==> src/rtl/stack_pkg.sv <==
// Shared types and constants for the operand stack and its controller.
// Latency: n/a (types, constants and pure functions only).
// Backpressure: n/a.
package stack_pkg;

    localparam int DATA_W_DEF = 8;
    localparam int DEPTH_DEF  = 16;

    // Occupancy state; empty/full are decoded directly from this.
    typedef enum logic [1:0] {
        S_EMPTY,
        S_PARTIAL,
        S_FULL
    } stack_state_t;

    // Command priority: a higher encoding wins when several commands are
    // asserted in the same cycle (push > pop > tos).
    typedef enum logic [1:0] {
        CMD_NONE = 2'd0,
        CMD_TOS  = 2'd1,
        CMD_POP  = 2'd2,
        CMD_PUSH = 2'd3
    } stack_cmd_t;

    function automatic stack_cmd_t cmd_winner(input logic push, input logic pop, input logic tos);
        if (push)     return CMD_PUSH;
        else if (pop) return CMD_POP;
        else if (tos) return CMD_TOS;
        else          return CMD_NONE;
    endfunction

    // True when more than one command is asserted at once.
    function automatic logic cmd_conflict(input logic push, input logic pop, input logic tos);
        return (push & pop) | (push & tos) | (pop & tos);
    endfunction

endpackage

==> src/rtl/stack_if.sv <==
// Command/data bundle between the controller (master) and the operand stack (slave).
// Latency: n/a (wires only).
// Backpressure: none; commands are accepted every cycle, errors are flagged sticky.
// Optional STACK_HWM_EN adds the high-water-mark output hwm.
interface stack_if #(
    parameter int DATA_W = 8,
    parameter int DEPTH  = 16
);
    localparam int PTR_W = $clog2(DEPTH);

    logic              tos;
    logic              pop;
    logic              push;
    logic              MtoS;
    logic [DATA_W-1:0] mem_data;
    logic [DATA_W-1:0] alu_res;
    logic [DATA_W-1:0] stack_out;
    logic [PTR_W:0]    sp;
    logic              empty;
    logic              full;
    logic              overflow;
    logic              underflow;
    logic              cmd_err;
`ifdef STACK_HWM_EN
    logic [PTR_W:0]    hwm;
`endif

    modport master (
`ifdef STACK_HWM_EN
        input  hwm,
`endif
        output tos, pop, push, MtoS, mem_data, alu_res,
        input  stack_out, sp, empty, full, overflow, underflow, cmd_err
    );

    modport slave (
`ifdef STACK_HWM_EN
        output hwm,
`endif
        input  tos, pop, push, MtoS, mem_data, alu_res,
        output stack_out, sp, empty, full, overflow, underflow, cmd_err
    );

endinterface

==> src/rtl/stack_ram.sv <==
// DEPTH x DATA_W stack storage: synchronous write, asynchronous read.
// Latency: write committed at the clock edge; read is combinational.
// Backpressure: none. Ports: clk, we/waddr/wdata, raddr -> rdata. Not reset.
module stack_ram #(
    parameter int DATA_W = 8,
    parameter int DEPTH  = 16,
    parameter int PTR_W  = $clog2(DEPTH)
) (
    input  logic              clk,
    input  logic              we,
    input  logic [PTR_W-1:0]  waddr,
    input  logic [DATA_W-1:0] wdata,
    input  logic [PTR_W-1:0]  raddr,
    output logic [DATA_W-1:0] rdata
);

    logic [DATA_W-1:0] mem [DEPTH];

    always_ff @(posedge clk) begin
        if (we) mem[waddr] <= wdata;
    end

    assign rdata = mem[raddr];

endmodule

==> src/rtl/stack_unit.sv <==
// Operand stack: push from mem_data/alu_res, pop/tos into a registered stack_out.
// Latency: 1 cycle from pop/tos to stack_out; push visible to a pop on the next cycle.
// Backpressure: none; illegal push/pop/tos are dropped and latched in sticky flags.
// Ports: clk, rst (sync, active high), bus (stack_if.slave). STACK_HWM_EN adds bus.hwm.
module stack_unit
    import stack_pkg::*;
#(
    parameter int DATA_W = DATA_W_DEF,
    parameter int DEPTH  = DEPTH_DEF
) (
    input  logic    clk,
    input  logic    rst,
    stack_if.slave  bus
);

    localparam int PTR_W = $clog2(DEPTH);
    localparam logic [PTR_W:0] SP_ONE  = (PTR_W+1)'(1);
    localparam logic [PTR_W:0] SP_LAST = (PTR_W+1)'(DEPTH - 1);

    stack_state_t      state;
    logic [PTR_W:0]    sp_q;
    logic [DATA_W-1:0] out_q;
    logic              ovf_q;
    logic              und_q;
    logic              err_q;

    stack_cmd_t        cmd;
    logic              conflict;
    logic              we;
    logic [PTR_W-1:0]  waddr;
    logic [PTR_W-1:0]  raddr;
    logic [DATA_W-1:0] wdata;
    logic [DATA_W-1:0] rdata;

    assign cmd      = cmd_winner(bus.push, bus.pop, bus.tos);
    assign conflict = cmd_conflict(bus.push, bus.pop, bus.tos);

    // sp points one past the top entry; at sp==DEPTH the low bits wrap to 0,
    // so sp-1 in PTR_W bits still addresses the top entry correctly.
    assign waddr = sp_q[PTR_W-1:0];
    assign raddr = waddr - PTR_W'(1);
    assign wdata = bus.MtoS ? bus.mem_data : bus.alu_res;
    // Reset dominates: a push in the reset cycle must not touch storage.
    assign we    = !rst && (cmd == CMD_PUSH) && (state != S_FULL);

    stack_ram #(
        .DATA_W (DATA_W),
        .DEPTH  (DEPTH),
        .PTR_W  (PTR_W)
    ) u_ram (
        .clk   (clk),
        .we    (we),
        .waddr (waddr),
        .wdata (wdata),
        .raddr (raddr),
        .rdata (rdata)
    );

    always_ff @(posedge clk) begin
        if (rst) begin
            state <= S_EMPTY;
            sp_q  <= '0;
            out_q <= '0;
            ovf_q <= 1'b0;
            und_q <= 1'b0;
            err_q <= 1'b0;
        end else begin
            if (conflict) err_q <= 1'b1;
            case (cmd)
                CMD_PUSH: begin
                    if (state == S_FULL) begin
                        ovf_q <= 1'b1;
                    end else begin
                        sp_q  <= sp_q + SP_ONE;
                        state <= (sp_q == SP_LAST) ? S_FULL : S_PARTIAL;
                    end
                end
                CMD_POP: begin
                    if (state == S_EMPTY) begin
                        und_q <= 1'b1;
                    end else begin
                        out_q <= rdata;
                        sp_q  <= sp_q - SP_ONE;
                        state <= (sp_q == SP_ONE) ? S_EMPTY : S_PARTIAL;
                    end
                end
                CMD_TOS: begin
                    if (state == S_EMPTY) und_q <= 1'b1;
                    else                  out_q <= rdata;
                end
                default: ;
            endcase
        end
    end

    assign bus.stack_out = out_q;
    assign bus.sp        = sp_q;
    assign bus.empty     = (state == S_EMPTY);
    assign bus.full      = (state == S_FULL);
    assign bus.overflow  = ovf_q;
    assign bus.underflow = und_q;
    assign bus.cmd_err   = err_q;

`ifdef STACK_HWM_EN
    // Tracks sp one cycle behind; sp never exceeds DEPTH, so hwm saturates there.
    logic [PTR_W:0] hwm_q;

    always_ff @(posedge clk) begin
        if (rst)               hwm_q <= '0;
        else if (sp_q > hwm_q) hwm_q <= sp_q;
    end

    assign bus.hwm = hwm_q;
`endif

endmodule

==> src/flat_wrapper.sv <==
// flat-port wrapper written by rule: the top's interface ports become plain ports
module stack_unit_flat import stack_pkg::*;
#(
    parameter int DATA_W = DATA_W_DEF,
    parameter int DEPTH  = DEPTH_DEF
)
  (clk, rst, bus_tos, bus_pop, bus_push, bus_MtoS, bus_mem_data, bus_alu_res, bus_stack_out, bus_sp, bus_empty, bus_full, bus_overflow, bus_underflow, bus_cmd_err);
  stack_if #(.DATA_W(DATA_W), .DEPTH(DEPTH)) bus_i ();
  input  logic clk;
  input  logic rst;
  input wire logic [$bits(bus_i.tos)-1:0] bus_tos;
  input wire logic [$bits(bus_i.pop)-1:0] bus_pop;
  input wire logic [$bits(bus_i.push)-1:0] bus_push;
  input wire logic [$bits(bus_i.MtoS)-1:0] bus_MtoS;
  input wire logic [$bits(bus_i.mem_data)-1:0] bus_mem_data;
  input wire logic [$bits(bus_i.alu_res)-1:0] bus_alu_res;
  output wire logic [$bits(bus_i.stack_out)-1:0] bus_stack_out;
  output wire logic [$bits(bus_i.sp)-1:0] bus_sp;
  output wire logic [$bits(bus_i.empty)-1:0] bus_empty;
  output wire logic [$bits(bus_i.full)-1:0] bus_full;
  output wire logic [$bits(bus_i.overflow)-1:0] bus_overflow;
  output wire logic [$bits(bus_i.underflow)-1:0] bus_underflow;
  output wire logic [$bits(bus_i.cmd_err)-1:0] bus_cmd_err;
  assign bus_i.tos = bus_tos;
  assign bus_i.pop = bus_pop;
  assign bus_i.push = bus_push;
  assign bus_i.MtoS = bus_MtoS;
  assign bus_i.mem_data = bus_mem_data;
  assign bus_i.alu_res = bus_alu_res;
  assign bus_stack_out = bus_i.stack_out;
  assign bus_sp = bus_i.sp;
  assign bus_empty = bus_i.empty;
  assign bus_full = bus_i.full;
  assign bus_overflow = bus_i.overflow;
  assign bus_underflow = bus_i.underflow;
  assign bus_cmd_err = bus_i.cmd_err;
  stack_unit #(.DATA_W(DATA_W), .DEPTH(DEPTH)) u_core (.clk(clk), .rst(rst), .bus(bus_i));
endmodule
==> config.mk <==
export PLATFORM = sky130hd
export DESIGN_NAME = stack_unit_flat
export DESIGN_NICKNAME = d
export VERILOG_FILES = /design/src/rtl/stack_pkg.sv /design/src/rtl/stack_if.sv /design/src/rtl/stack_ram.sv /design/src/rtl/stack_unit.sv /design/src/flat_wrapper.sv
export SDC_FILE = /design/constraint.sdc
export NUM_CORES = 1
export LEC_CHECK = 0
export ABC_CLOCK_PERIOD_IN_PS = 2900
export BUFFER_PORTS_ARGS = -buffer_cell sky130_fd_sc_hd__buf_2
export CAP_MARGIN = 10
export CELL_PAD_IN_SITES_DETAIL_PLACEMENT = 0
export CELL_PAD_IN_SITES_GLOBAL_PLACEMENT = 1
export CORE_MARGIN = 4
export CORE_UTILIZATION = 47
export DETAILED_ROUTE_END_ITERATION = 10
export HOLD_SLACK_MARGIN = 0.02
export PLACE_DENSITY_LB_ADDON = 0.1
export SYNTH_ARGS = -nofsm -noshare
export SYNTH_HDL_FRONTEND = slang
export SYNTH_HIERARCHICAL = 1
export SYNTH_SLANG_ARGS = --single-unit
==> constraint.sdc <==
create_clock -name clk -period 2.9 [get_ports clk]
set_clock_uncertainty 0.15 [all_clocks]
set_input_delay 0.58 -clock clk [delete_from_list [all_inputs] [get_ports clk]]
set_output_delay 0.58 -clock clk [all_outputs]
set_load 0.1 [all_outputs]
Yosys cells after proc, flatten, opt, wreduce, memory -nomap -nowiden
Memory sizes are Yosys's and may differ from the RTL's. A register that Yosys moved wholly into a read port is not among the register bits.
Index checks and enable logic that the tools add are counted.
{"block": "totals", "reg_bits": 10, "ram_bits": 128, "elab_cells": 48, "n_memories": 1}
{"name": "u_core.u_ram.mem", "words": 16, "word_bits": 8, "read_ports": 1, "rd_ports_with_merged_regs": 1, "write_ports": 1, "line": "stack_ram.sv:17", "source": "logic [DATA_W-1:0] mem [DEPTH];"}
{"block": "classes", "n_addsub": 3, "eq_ne": 9, "mux": 14, "bitwise_logic": 6, "reduce_logical": 10}
{"operator": "$mux 2", "count": 5}
{"operator": "$mux 5", "count": 2}
{"operator": "$pmux 5 s2", "count": 1}
{"operator": "$mux 8", "count": 1}
{"operator": "$eq 2x2->1 const B", "count": 3}
{"operator": "$ne 2x2->1 const B", "count": 3}
{"operator": "$reduce_and 2->1", "count": 3}
{"operator": "$add 5x1->5 const B", "count": 1}
{"operator": "$eq 5x1->1 const B", "count": 1}
{"operator": "$eq 5x4->1 const B", "count": 1}
{"operator": "$sub 5x1->5 const B", "count": 1}
{"operator": "$mux 1", "count": 4}
{"operator": "$pmux 2 s2", "count": 1}
{"operator": "$sub 4x1->4 const B", "count": 1}
{"operator": "$and 1x1->1", "count": 3}
{"operator": "$reduce_and 3->1", "count": 1}
{"operator": "$eq 2x1->1 const B", "count": 1}
{"operator": "$logic_and 1x1->1", "count": 2}
{"operator": "$logic_not 2->1", "count": 1}
{"operator": "$or 1x1->1", "count": 2}
{"operator": "$reduce_bool 2->1", "count": 1}
{"operator": "$reduce_or 2->1", "count": 1}
{"operator": "$logic_not 1->1", "count": 1}
{"operator": "$not 1->1", "count": 1}

Depth between registers and ports, before layout
{"block": "depth", "ltp_word": 8, "depth_mapped": 9}

By module
Netlist, hierarchy kept.
{"mod": "stack_ram", "instances": 1, "cells_each": 221, "area_each_um2": 4987.3, "seq_area_each_um2": 3843.7}
{"mod": "stack_unit", "instances": 1, "cells_each": 109, "area_each_um2": 1031.0, "seq_area_each_um2": 360.3}

Least setup slack after synthesis
Ideal clock, no wire load.
{"block": "synth_path", "kind": "register to register", "start": "register u_core.state[0]", "end": "memory u_core.u_ram.mem[0][0] (enable)", "setup_time_ns": 0.383, "arrival_time_ns": 2.540, "t_required_ns": 2.367, "slack_ns": -0.173, "stages_incl_launch_ff": 6, "n_path_buf": 1, "period_less_slack_ns": 3.073, "path_cell_list": "dfxtp_1 buf_6 and2b_1 nor3b_1 or3b_2 nor3_1"}
{"block": "synth_via", "elab_chain_len": 4}
{"element": "from (decl)", "line": "stack_unit.sv:20", "source": "stack_state_t state;"}
{"element": "from (signal assigned)", "line": "stack_unit.sv:75", "source": "state <= (sp_q == SP_LAST) ? S_FULL : S_PARTIAL;"}
{"element": "from (signal assigned)", "line": "stack_unit.sv:84", "source": "state <= (sp_q == SP_ONE) ? S_EMPTY : S_PARTIAL;"}
{"element": "$ne 2x2->1", "line": "stack_unit.sv:44", "source": "assign we = !rst && (cmd == CMD_PUSH) && (state != S_FULL);"}
{"element": "$logic_and 1x1->1", "line": "stack_unit.sv:44"}
{"element": "via u_core.we", "line": "stack_unit.sv:29", "source": "logic we;"}
{"element": "$mux 1", "line": "stack_ram.sv:20", "source": "if (we) mem[waddr] <= wdata;"}
{"element": "$mux 1 (not written as such)", "line": "stack_ram.sv:20"}
{"element": "to (decl)", "line": "stack_ram.sv:17"}
The timed path passes the listed nets, and every way through them passes these cells.

Final worst setup path
{"block": "layout_path", "start": "register u_core.sp_q[0] (netlist: u_core/bus.sp[0])", "end": "register u_core.out_q[4] (netlist: u_core/bus.stack_out[4])"}
{"block": "layout_via", "elab_chain_len": 1}
{"element": "from (decl)", "line": "stack_unit.sv:21", "source": "logic [PTR_W:0] sp_q;"}
{"element": "from (signal assigned)", "line": "stack_unit.sv:74", "source": "sp_q <= sp_q + SP_ONE;"}
{"element": "from (signal assigned)", "line": "stack_unit.sv:83", "source": "sp_q <= sp_q - SP_ONE;"}
{"element": "$sub 4x1->4", "line": "stack_unit.sv:41", "source": "assign raddr = waddr - PTR_W'(1);"}
{"element": "via u_core.raddr[3]", "line": "stack_unit.sv:31", "source": "logic [PTR_W-1:0] raddr;"}
{"element": "to (signal assigned)", "line": "stack_unit.sv:82", "source": "out_q <= rdata;"}
{"element": "to (signal assigned)", "line": "stack_unit.sv:89", "source": "else out_q <= rdata;"}
{"element": "to (decl)", "line": "stack_unit.sv:22", "source": "logic [DATA_W-1:0] out_q;"}
The timed path passes the listed nets, and every way through them passes these cells.
A chain may end at the register's enable or synchronous reset.

==> results.py <==
metrics = {
    "run_status": {
        "status": "completed",
    },
    "floorplanning": {
        "rows": 41,
        "initial_utilization_pct": 47.9,
        "die_y_um": 121,
        "dieArea_mm2": 0.0147,
        "io_pins": 40,
        "die_w_um": 121,
        "core_mm2": 0.0126,
    },
    "critical_path": {
        "cp.arrival_ns": 2.67,
        "worstSetupPathType": "reg2reg",
        "cp_max_fo": 12,
        "end_kind": "flip-flop",
        "setup.worst_path.start_class": "flip-flop",
        "crit_required_ns": 3.10,
    },
    "global_routing": {
        "grtUsageMet1_pct": 23.9,
        "use_met2_pct": 27.8,
        "grt.met3_usage_pct": 4.80,
        "antenna_found_initial": 0,
        "grt_usage_pct": 18.0,
        "grt_pass1_vias": 3258,
        "grt_max_degree": 34,
        "grt_first_pass_wirelength_um": 18500,
        "grt_overflow": 0,
        "busiest_layer": "met2",
    },
    "sta": {
        "finalMaxSlewViolations": 0,
        "fmax_mhz": 404,
        "tightestPinTransition_ns": 0.663,
        "slew_headroom_pct": 55.7,
        "finalHoldViolCount": 0,
        "holdWs_ns": 0.316,
        "finalSetupViolCount": 0,
        "final.min_clock_period_ns": 2.47,
        "fin_crit_sh_pct": 85.3,
        "rsz0062_at_grt": "no",
        "tns_ns": 0,
    },
    "clock_network": {
        "clock_sinks": 146,
        "cts_tree": "built",
        "cts_made_buffers": 17,
        "clk_latency_ns": 0.42,
        "cts_max_level": 4,
        "cts_post_setup_buffers_inserted": 0,
        "cts_resized": 0,
        "path_clk_slew_ns": 0.06,
        "clockBufferDepth": 2,
        "ctsHoldBuffers": 0,
        "cts_root_buf": "clkbuf_16",
    },
    "yosys": {
        "synth-seq-area-share_pct": 69.9,
        "ys_ff_latch": 146,
        "synth_edf_count": 128,
        "synth_flop_cell": "edfxtp_1",
        "ys_warn_count": 6,
        "async_reset_ff_share_pct": 0,
        "syn_inst": 330,
        "netlist_area_mm2": 0.00602,
        "synthTopCellsByArea": "edfxtp_1 (64%), mux4_2 (6.7%), mux4_1 (6.1%)",
        "synth_most_common_cell": "edfxtp_1",
        "synth_area_leader_cell": "edfxtp_1",
        "netlist.area_leader.share_pct": 63.9,
        "synth.distinct_cells": 44,
        "synth.cells.most_frequent": "edfxtp_1 (128), nor2_1 (30), dfxtp_1 (18), mux4_2 (18), a22oi_1 (16)",
        "synth.avg_cell_area_um2": 18.2,
        "synth.net_count": 357,
    },
    "detailed_routing": {
        "first_pass_iters": 4,
        "routedWlPerCell_um": 20.8,
        "drt-total-wl_um": 12200,
        "drt_iter0_markers": 212,
        "ant_nets": 0,
        "avgViaCountPerCell": 5.43,
        "num_vias": 3163,
        "drc": 0,
    },
    "finish": {
        "final_cells": 583,
        "n_antenna_cell": 0,
        "final_nets": 426,
        "area_delta_synth_final_pct": 18.6,
        "final_layout_size_suffix_gt1_share_pct": 31.4,
        "post-route-cell-area_mm2": 0.00714,
    },
    "power": {
        "powerDensity_mw_per_mm2": 813,
        "peakVddDrop_mv": 0.506,
        "fin_total_pwr_uw": 5810,
        "p_leak_uw": 0.00260,
    },
    "place": {
        "place.gp.congestion": 0.764,
        "dpl.cell_count": 552,
        "dpl_cell_area_mm2": 0.00654,
        "post-dp-hpwl_um": 7880,
        "portBuffers": 39,
    },
    "job": {
        "drv_cap": 0,
    },
    "hold_path": {
        "hold_path.class": "reg2reg",
    },
}
-- layout make-up --
class	instances	area [um^2]
multi-input combinational	164	1690
inverter	5	18.8
tap	172	215
clock inverter	12	165
clock buffer	19	433
timing repair buffer	65	415
fill	975	5430
sequential	146	4210
-- flip-flops by register name (all words and copies together) (netlist names) --
register / flops
u_core/bus.sp: 5
u_core/state: 2
u_core/bus.underflow: 1
u_core/bus.stack_out: 8
u_core/u_ram/mem: 128
u_core/bus.overflow: 1
u_core/bus.cmd_err: 1
-- through the flow --
stage | setup slack [ns] | utilization (%)
floorplan | 0.0540 | -
global placement | 0.196 | 52.1
detailed placement | 0.161 | 52.1
CTS | 0.361 | 56.8
global route | 0.149 | 56.8
finish | 0.428 | 56.8
-- logic make-up (layout without fill, tap and decap cells) --
kind of cell,Yosys count,after routing,share of synthesized area (%)
AOI/OAI and AO/OA,35,35,4.45
xor gates and xnor gates,4,4,0.582
adders and majority gates,5,5,1.04
buffers and inverters,20,101,2.20
DFF,146,146,69.9
muxes,50,50,16.1
and+or+nand+nor,70,70,5.78
-- final timing paths --
path	start	end	slack [ns]	cells after the start
max reg2reg	u_core/bus.sp[0]$_SDFFE_PP0P_	u_core/bus.stack_out[4]$_SDFFE_PP0P_	0.43	8
min reg2reg	u_core/bus.overflow$_SDFFE_PP0P_	u_core/bus.overflow$_SDFFE_PP0P_	0.32	2
max	u_core/bus.sp[0]$_SDFFE_PP0P_	u_core/bus.stack_out[4]$_SDFFE_PP0P_	0.43	8
min	u_core/bus.overflow$_SDFFE_PP0P_	u_core/bus.overflow$_SDFFE_PP0P_	0.32	2
-- per-layer routing --
| metal | share of wire [%] | up-vias |
|---|---|---|
| met5 | 0 | - |
| li1 | - | 1462 |
| met4 | 3.1 | 0 |
| met3 | 4.8 | 23 |
| met1 | 45 | 1587 |
| met2 | 47 | 91 |
-- critical path: stages (launching register included) --
cell and delay (ns):
dfxtp_2 0.32, buf_4 0.18, nor3_1 0.33, xor2_1 0.30
nor2b_1 0.60, a22oi_1 0.22, nand2_1 0.12, mux2i_1 0.07
nor2_1 0.12
-- cell usage in the layout, fill, tap and decap left out, types with 4 or more instances in the layout --
master,n
buf_2,39
clkbuf_16,17
mux2i_1,9
mux4_2,18
nand2b_1,4
ha_1,5
inv_1,4
nor2b_1,4
a21oi_1,7
mux4_1,14
a22oi_1,16
mux2_2,8
dfxtp_1,16
nor3_1,5
bufinv_16,4
nand2_1,11
buf_4,24
nor2_1,30
edfxtp_1,128
-- power by group --
group	switching, uW	total, uW	internal (uW)
sequential	28.3	2390	2360
combinational	790	1210	420
clock	787	2210	1420
total	1600	5810	4200
Note: power is estimated with default switching activity, not from simulation.
